File: config.mk
export PLATFORM = sky130hd
export DESIGN_NAME = fetch_stage
export DESIGN_NICKNAME = d
export VERILOG_FILES = /design/src/rtl/mips_pkg.sv /design/src/rtl/fetch_pc_sel.sv /design/src/rtl/fetch_stage.sv
export SDC_FILE = /design/constraint.sdc
export NUM_CORES = 1
export LEC_CHECK = 0
export CORE_ASPECT_RATIO = 0.9
export CORE_MARGIN = 10
export CORE_UTILIZATION = 50
export CTS_CLUSTER_DIAMETER = 30
export DETAILED_ROUTE_END_ITERATION = 10
export PLACE_DENSITY = 0.94
export SLEW_MARGIN = 20
export SYNTH_ARGS = -nofsm -noshare
export SYNTH_HDL_FRONTEND = slang
export SYNTH_HIERARCHICAL = 1
export SYNTH_SLANG_ARGS = --single-unit
File: constraint.sdc
create_clock -name clk -period 8 [get_ports clk]
set_clock_uncertainty 0.05 [all_clocks]
set_input_delay 0.8 -clock clk [delete_from_list [all_inputs] [get_ports clk]]
set_output_delay 0.8 -clock clk [all_outputs]
set_load 0.02 [all_outputs]
File: src/rtl/mips_pkg.sv
// Shared MIPS front-end definitions: opcode constants, the NOP word and the fetch state enum.
// Used by fetch_stage and fetch_pc_sel (optional early-jump feature: FETCH_JUMP_EN).
package mips_pkg;

    localparam logic [5:0] OP_RTYPE = 6'b000000;
    localparam logic [5:0] OP_J     = 6'b000010;
    localparam logic [5:0] OP_BEQ   = 6'b000100;
    localparam logic [5:0] OP_BNE   = 6'b000101;
    localparam logic [5:0] OP_LW    = 6'b100011;
    localparam logic [5:0] OP_SW    = 6'b101011;

    localparam logic [31:0] NOP_WORD = 32'h0000_0000;

    typedef enum logic {
        BOOT  = 1'b0,
        FETCH = 1'b1
    } fetch_state_e;

    // J-type target: upper nibble of the sequential PC plus the word index.
    function automatic logic [31:0] jump_target(input logic [31:0] pc_plus4,
                                                input logic [31:0] instr);
        return {pc_plus4[31:28], instr[25:0], 2'b00};
    endfunction

endpackage

File: src/rtl/fetch_pc_sel.sv
// Next-PC selection for the fetch stage: redirect, hold, sequential, or (with
// FETCH_JUMP_EN defined) an early J-type target taken straight from the fetched word.
module fetch_pc_sel
    import mips_pkg::*;
(
    input  logic        fetch_i,
    input  logic        redirect_i,
    input  logic [31:0] redirect_pc_i,
    input  logic        stall_i,
    input  logic        imem_rdy_i,
    input  logic [31:0] pc_i,
    input  logic [31:0] instr_i,
    output logic [31:0] pc_plus4_o,
    output logic [31:0] pc_next_o
);

    logic [31:0] seq_pc;
    logic [31:0] adv_pc;

    assign seq_pc     = pc_i + 32'd4;
    assign pc_plus4_o = seq_pc;

`ifdef FETCH_JUMP_EN
    assign adv_pc = (instr_i[31:26] == OP_J) ? jump_target(seq_pc, instr_i) : seq_pc;
`else
    logic unused_instr;
    assign unused_instr = ^instr_i;
    assign adv_pc       = seq_pc;
`endif

    always_comb begin
        pc_next_o = pc_i;
        if (fetch_i) begin
            if (redirect_i)
                pc_next_o = {redirect_pc_i[31:2], 2'b00};
            else if (stall_i && imem_rdy_i)
                pc_next_o = adv_pc;
        end
    end

endmodule

File: src/rtl/fetch_stage.sv
// MIPS instruction fetch stage: PC register, imem request and the IF/ID register (IRD/pcD).
// Defining FETCH_JUMP_EN lets accepted J-type words steer the PC without waiting for redirect.
module fetch_stage
    import mips_pkg::*;
#(
    parameter logic [31:0] RESET_PC = 32'h0000_0000
) (
    input  logic        clk,
    input  logic        rst,
    input  logic        stall,
    input  logic        redirect,
    input  logic [31:0] redirect_pc,
    output logic        imem_req,
    output logic [31:0] imem_addr,
    input  logic        imem_rdy,
    input  logic [31:0] imem_rdata,
    output logic [31:0] IRD,
    output logic [31:0] pcD
);

    fetch_state_e state_q;
    logic [31:0]  pc_q, pc_d;
    logic [31:0]  ird_q, ird_d;
    logic [31:0]  pcd_q, pcd_d;
    logic [31:0]  pc_plus4;

    fetch_pc_sel u_pc_sel (
        .fetch_i       (state_q == FETCH),
        .redirect_i    (redirect),
        .redirect_pc_i (redirect_pc),
        .stall_i       (stall),
        .imem_rdy_i    (imem_rdy),
        .pc_i          (pc_q),
        .instr_i       (imem_rdata),
        .pc_plus4_o    (pc_plus4),
        .pc_next_o     (pc_d)
    );

    // stall is active-low: 0 freezes IF/ID and re-requests the same address.
    always_comb begin
        ird_d = ird_q;
        pcd_d = pcd_q;
        if (state_q == BOOT || redirect) begin
            ird_d = NOP_WORD;
            pcd_d = 32'd0;
        end else if (stall) begin
            if (imem_rdy) begin
                ird_d = imem_rdata;
                pcd_d = pc_plus4;
            end else begin
                ird_d = NOP_WORD;
                pcd_d = 32'd0;
            end
        end
    end

    always_ff @(posedge clk or posedge rst) begin
        if (rst) begin
            state_q <= BOOT;
            pc_q    <= RESET_PC;
            ird_q   <= NOP_WORD;
            pcd_q   <= 32'd0;
        end else begin
            state_q <= FETCH;
            pc_q    <= pc_d;
            ird_q   <= ird_d;
            pcd_q   <= pcd_d;
        end
    end

    assign imem_req  = (state_q == FETCH);
    assign imem_addr = pc_q;
    assign IRD       = ird_q;
    assign pcD       = pcd_q;

endmodule

=== Yosys cells after proc, flatten, opt, wreduce, memory -nomap -nowiden ===
Cells that the tools add are included.

* Input port bits: 69
* Register bits: 97
* Output and inout port bits: 97

* Reduce and logical (&&, ||, !) cells: 5
* Mux-type cells: 8
* Add/sub/neg operators: 1
* Bitwise logic cells: 1

{| class="wikitable"
|+ Operators by type and width
! operator !! number
|-
| 32-bit two-way mux || 8
|-
| 32-bit by 3-bit adder with 32-bit output (second input constant) || 1
|-
| 2-bit nonzero test || 2
|-
| 2-bit AND reduction || 1
|-
| 1-bit logical AND || 1
|-
| 1-bit logical OR || 1
|-
| 1-bit NOT || 1
|}

=== Depth between registers and ports, before layout ===
* Depth in word-level cells: 4
* Depth in mapped cells: 9
* Gate-level depth less buffers: 8

=== By module ===
The synthesis kept the hierarchy.

{| class="wikitable"
|+ Modules (own cells, without submodules)
! module !! area each (sq um) !! cells an instance !! seq. area each (sq um) !! times used
|-
| fetch_stage || 3632.2 || 320 || 2427.3 || 1
|-
| fetch_pc_sel || 1547.7 || 257 || 0.0 || 1
|}

=== Worst setup path after synthesis ===
Ideal clock, no wire load.

* Kind: reg-to-reg
* From: reg pc_q[6] (netlist: imem_addr[6])
* To: reg pcd_q[31] (netlist: pcD[31])
* Path slack: 5866 ps
* Path buffers: 2
* Data arrival time: 2007 ps
* Cell stages (with the launch flop): 9
* Period minus slack after synthesis: 2134 ps
* Data required time: 7873 ps
* Cell sequence: dfrtp_1 clkbuf_2 nand4_1 or4_4 buf_6 nor3_1 xor2_1 nand3_1 a21oi_1

* Word-level cells in the longest chain between the ends: 4

{| class="wikitable"
|+ Ends and longest elaborated chain
! what !! RTL line !! source
|-
| start: declaration || fetch_stage.sv:22 || <nowiki>logic [31:0] pc_q, pc_d;</nowiki>
|-
| start signal: assignment || fetch_stage.sv:65 || <nowiki>pc_q <= pc_d;</nowiki>
|-
| 32-bit by 3-bit adder with 32-bit output || fetch_pc_sel.sv:20 || <nowiki>assign seq_pc = pc_i + 32'd4;</nowiki>
|-
| net pc_plus4[31] || fetch_stage.sv:25 || <nowiki>logic [31:0] pc_plus4;</nowiki>
|-
| 32-bit two-way mux || fetch_stage.sv:47 || <nowiki>if (imem_rdy) begin</nowiki>
|-
| 32-bit two-way mux || fetch_stage.sv:46 || <nowiki>end else if (stall) begin</nowiki>
|-
| 32-bit two-way mux || fetch_stage.sv:43 || <nowiki>if (state_q == BOOT || redirect) begin</nowiki>
|-
| end signal: assignment || fetch_stage.sv:67 || <nowiki>pcd_q <= pcd_d;</nowiki>
|-
| end: declaration || fetch_stage.sv:24 || <nowiki>logic [31:0] pcd_q, pcd_d;</nowiki>
|}

The timed path passes the listed nets, and every way through them passes these cells. The select of a mux whose other input is x is not followed.
A chain may end at the register's enable or synchronous reset.

=== Worst setup path in the final report ===
* From: reg state_q (netlist: imem_req)
* To: out imem_req

{| class="wikitable"
|+ RTL lines
! what !! RTL line !! source
|-
| start: declaration || fetch_stage.sv:21 || <nowiki>fetch_state_e state_q;</nowiki>
|-
| start signal: assignment || fetch_stage.sv:59 || <nowiki>state_q <= BOOT;</nowiki>
|-
| start signal: assignment || fetch_stage.sv:64 || <nowiki>state_q <= FETCH;</nowiki>
|-
| end: declaration || fetch_stage.sv:13 || <nowiki>output logic imem_req,</nowiki>
|}

No word-level cell between the ends.

==> results.cfg <==
[setup_path]
crit_path_top_delay_cell = dfrtp_1
r2r-end = pcD[28]
endpoint_kind = output pin
crit_start = imem_req
worst-path-max-fanout = 23
crit_family = flip-flops
crit_path_end = imem_req
ff2ff_setup_slack_ns = 5.45
worstPathCellList = clkdlybuf4s50_1
required_ns = 7.15
slowest_delay_ns = 0.85
reg2regPathDepth = 8
critPathArrivalTime_ns = 1.94
critPathBufInv = 1
crit_type = flip-flop to output pin
critPathLaunchType = flip-flop
r2r-start = imem_addr[2]
worst-path-stages = 1

[synth]
synth-warning-count = 6
synthArstFlopShare_pct = 100.0
synthXorXnorAreaFrac_pct = 7.101
synth-simple-area-share_pct = 27.27
yosys.area_share.adder_pct = 0.2415
synth_cells = 577
synth_compound_area_share_pct = 12.51
synth_ff_type = dfrtp_1
synth_cell_types = 45
syn_area_um2 = 5180
synthMuxAreaShare_pct = 0
ys_ff_latch = 97
synth-edff-count = 0
ys_seq_area_share_pct = 46.86
synth_top_family_by_area = simple AND/OR/NAND/NOR gates
syn_nets = 647
syn_area_per_cell_um2 = 8.977

[route]
drtPass1Iterations = 6
wirelength_um = 15640
routedLengthMet1_um = 6467
drt_drc_violations_left = 0
ant_nets = 0
num_vias = 4876
viasPerCell = 5.861
dr_wl_met2_um = 7309
route.met3.wl_um = 1585
dr.first_iter.drc_count = 562
wl_per_cell_um = 18.80
topRoutingLayerUsed = met4

[clock_network]
clock-sinks = 97
clockBufferDepth = 2
clk_latency_ns = 0.33
cts_tree = done
post_cts.repair.setup_buffers = 0
ctsResizeCount = 0
cts-htree-levels = 3
cts.clk_slew.worst_paths_ns = 0.07
cts_buffers = 9
hold_buffers = 0
root_buffer = clkbuf_16

[placed_design]
numPortBuffers = 163
dpl_cell_area_um2 = 6701
gp_congestion = 0.9066
dp_hpwl_um = 11030

[die]
io_pins = 166
core_um2 = 10160
die_h_um = 116.6
die-area_um2 = 14840
fp-row-count = 35
start_util_pct = 50.99
fp.dieW_um = 127.3

[finish]
fillers = 776
diodes = 0
area_delta_synth_final_pct = 35.72
post-route-util_pct = 69.20
drive_above_1_share_pct = 4.125
finish.net_count = 768
multiInputGateArea_um2 = 2452
regArea_um2 = 2427
fin_area_um2 = 7030

[timing]
worst_pin_slew_ns = 1.025
hold_viol = 0
max_freq_mhz = 358.1
setup_viol = 0
rsz0062_at_grt = no
finalCriticalPeriod_ns = 2.793
fin_crit_sh_pct = 34.91
slew_headroom_pct = 31.69
drv_slew = 0
final.setup.tns_ns = 0

[global_routing]
grt_max_degree = 132
grt_first_pass_wirelength_um = 25100
grt_use_total_pct = 20.44
grt_antenna_before_repair = 0
grt_pass1_vias = 4934
grt.overflow.total = 0

[run]
cap_violations = 0

[pwr]
pwr_density_cell_nw_per_um2 = 189.2
p_leak_nw = 2.717
ir_drop_v = 0.0001296

[worst_hold_path]
hold_class = flip-flop to flip-flop

[run_status]
status = finished, final reports clean
synth_stat cells, types with 4 or more instances:
master | count | area, um^2
and3_1 | 7 | 43.79
nand3_1 | 76 | 380.4
xor2_1 | 22 | 192.7
nor3_1 | 10 | 50.05
clkbuf_2 | 5 | 25.02
xnor2_1 | 20 | 175.2
o21ai_0 | 8 | 40.04
inv_1 | 5 | 18.77
buf_4 | 6 | 45.04
nor4_1 | 6 | 37.54
clkbuf_1 | 11 | 41.29
nand4_1 | 12 | 75.07
buf_2 | 31 | 155.2
nor2_1 | 37 | 138.9
dfrtp_1 | 97 | 2427
o22ai_1 | 7 | 43.79
and2_1 | 4 | 25.02
nand2_1 | 25 | 93.84
a311oi_1 | 6 | 52.55
nand2b_1 | 67 | 419.2
a21oi_1 | 82 | 410.4
where the power goes:
| group | internal [mW] | total, mW | switching [mW] |
|---|---|---|---|
| logic | 0.134 | 0.284 | 0.150 |
| registers | 0.519 | 0.577 | 0.0579 |
| clock network | 0.278 | 0.469 | 0.191 |
worst min-delay path by stage:
stage	startpoint	cells past startpoint	slack, ns	to
global route	imem_addr[0]	1	0.50	imem_addr[0]
finish	imem_addr[1]	1	0.47	imem_addr[1]
floorplan	pcD[30]	2	0.57	pcD[30]
global placement	imem_addr[1]	1	0.45	imem_addr[1]
CTS	imem_addr[1]	1	0.47	imem_addr[1]
detailed placement	imem_addr[1]	1	0.45	imem_addr[1]
area by class of cell:
type | instances | area share (%)
repair buffers | 165 | 23.35
well taps | 129 | 2.296
inverters | 5 | 0.3025
clock inverters | 7 | 1.442
clock buffers | 9 | 3.203
multi-input cells | 420 | 34.88
flip-flops and latches | 97 | 34.53
metal layers:
layer	up-vias	global-route usage, %
met5	-	0
met4	0	5.914
met3	36	6.261
met2	287	33.42
met1	2326	25.58
li1	2227	-
state kept, by name (all words and copies together) (netlist names):
signal,cells
pcD,32
imem_addr,32
imem_req,1
IRD,32
layout by cell type, fill, tap and decap left out, types with 2 or more instances in the layout:
cell type        netlist  final
nor2_1                37     37
a31oi_1                2      2
nor4_1                 6      6
nor4_2                 2      2
nand3_1               76     76
nand4_1               12     12
and3_1                 7      7
bufinv_16              0      2
and2_1                 4      4
clkbuf_16              0      9
dfrtp_1               97     97
a21oi_1               82     82
or2_1                  2      2
xnor2_1               20     20
nand2_1               25     25
clkdlybuf4s50_1        0    161
xor2_1                22     22
a311oi_1               6      6
o21ai_0                8      8
o22ai_1                7      7
inv_6                  0      2
or3_1                  3      3
nor3_1                10     10
buf_4                  6      4
a211oi_1               3      3
o221ai_1               2      2
inv_1                  5      4
nand2b_1              67     66
metrics by stage:
step / setup slack [ns] / instances / total power, mW / hold slack [ns]
after floorplan: 4.616 / 577 / 0.7374 / 0.5724
after global placement: 4.891 / 816 / 0.8543 / 0.4456
after detailed placement: 4.833 / 816 / 0.8653 / 0.4498
after CTS: 5.171 / 832 / 1.336 / 0.4709
after global routing: 5.079 / 832 / 1.387 / 0.5019
final: 5.207 / 832 / 1.330 / 0.4706
kinds of logic after synthesis:
| kind of cell | Yosys count |
|---|---|
| AND/OR/NAND/NOR | 260 |
| AO/OA/AOI/OAI | 116 |
| flip-flops | 97 |
| buffers and inverters | 60 |
| XOR/XNOR | 42 |
| adder cells (fa/ha/maj) | 1 |
| other | 1 |
(Power assumes the default switching activity.)
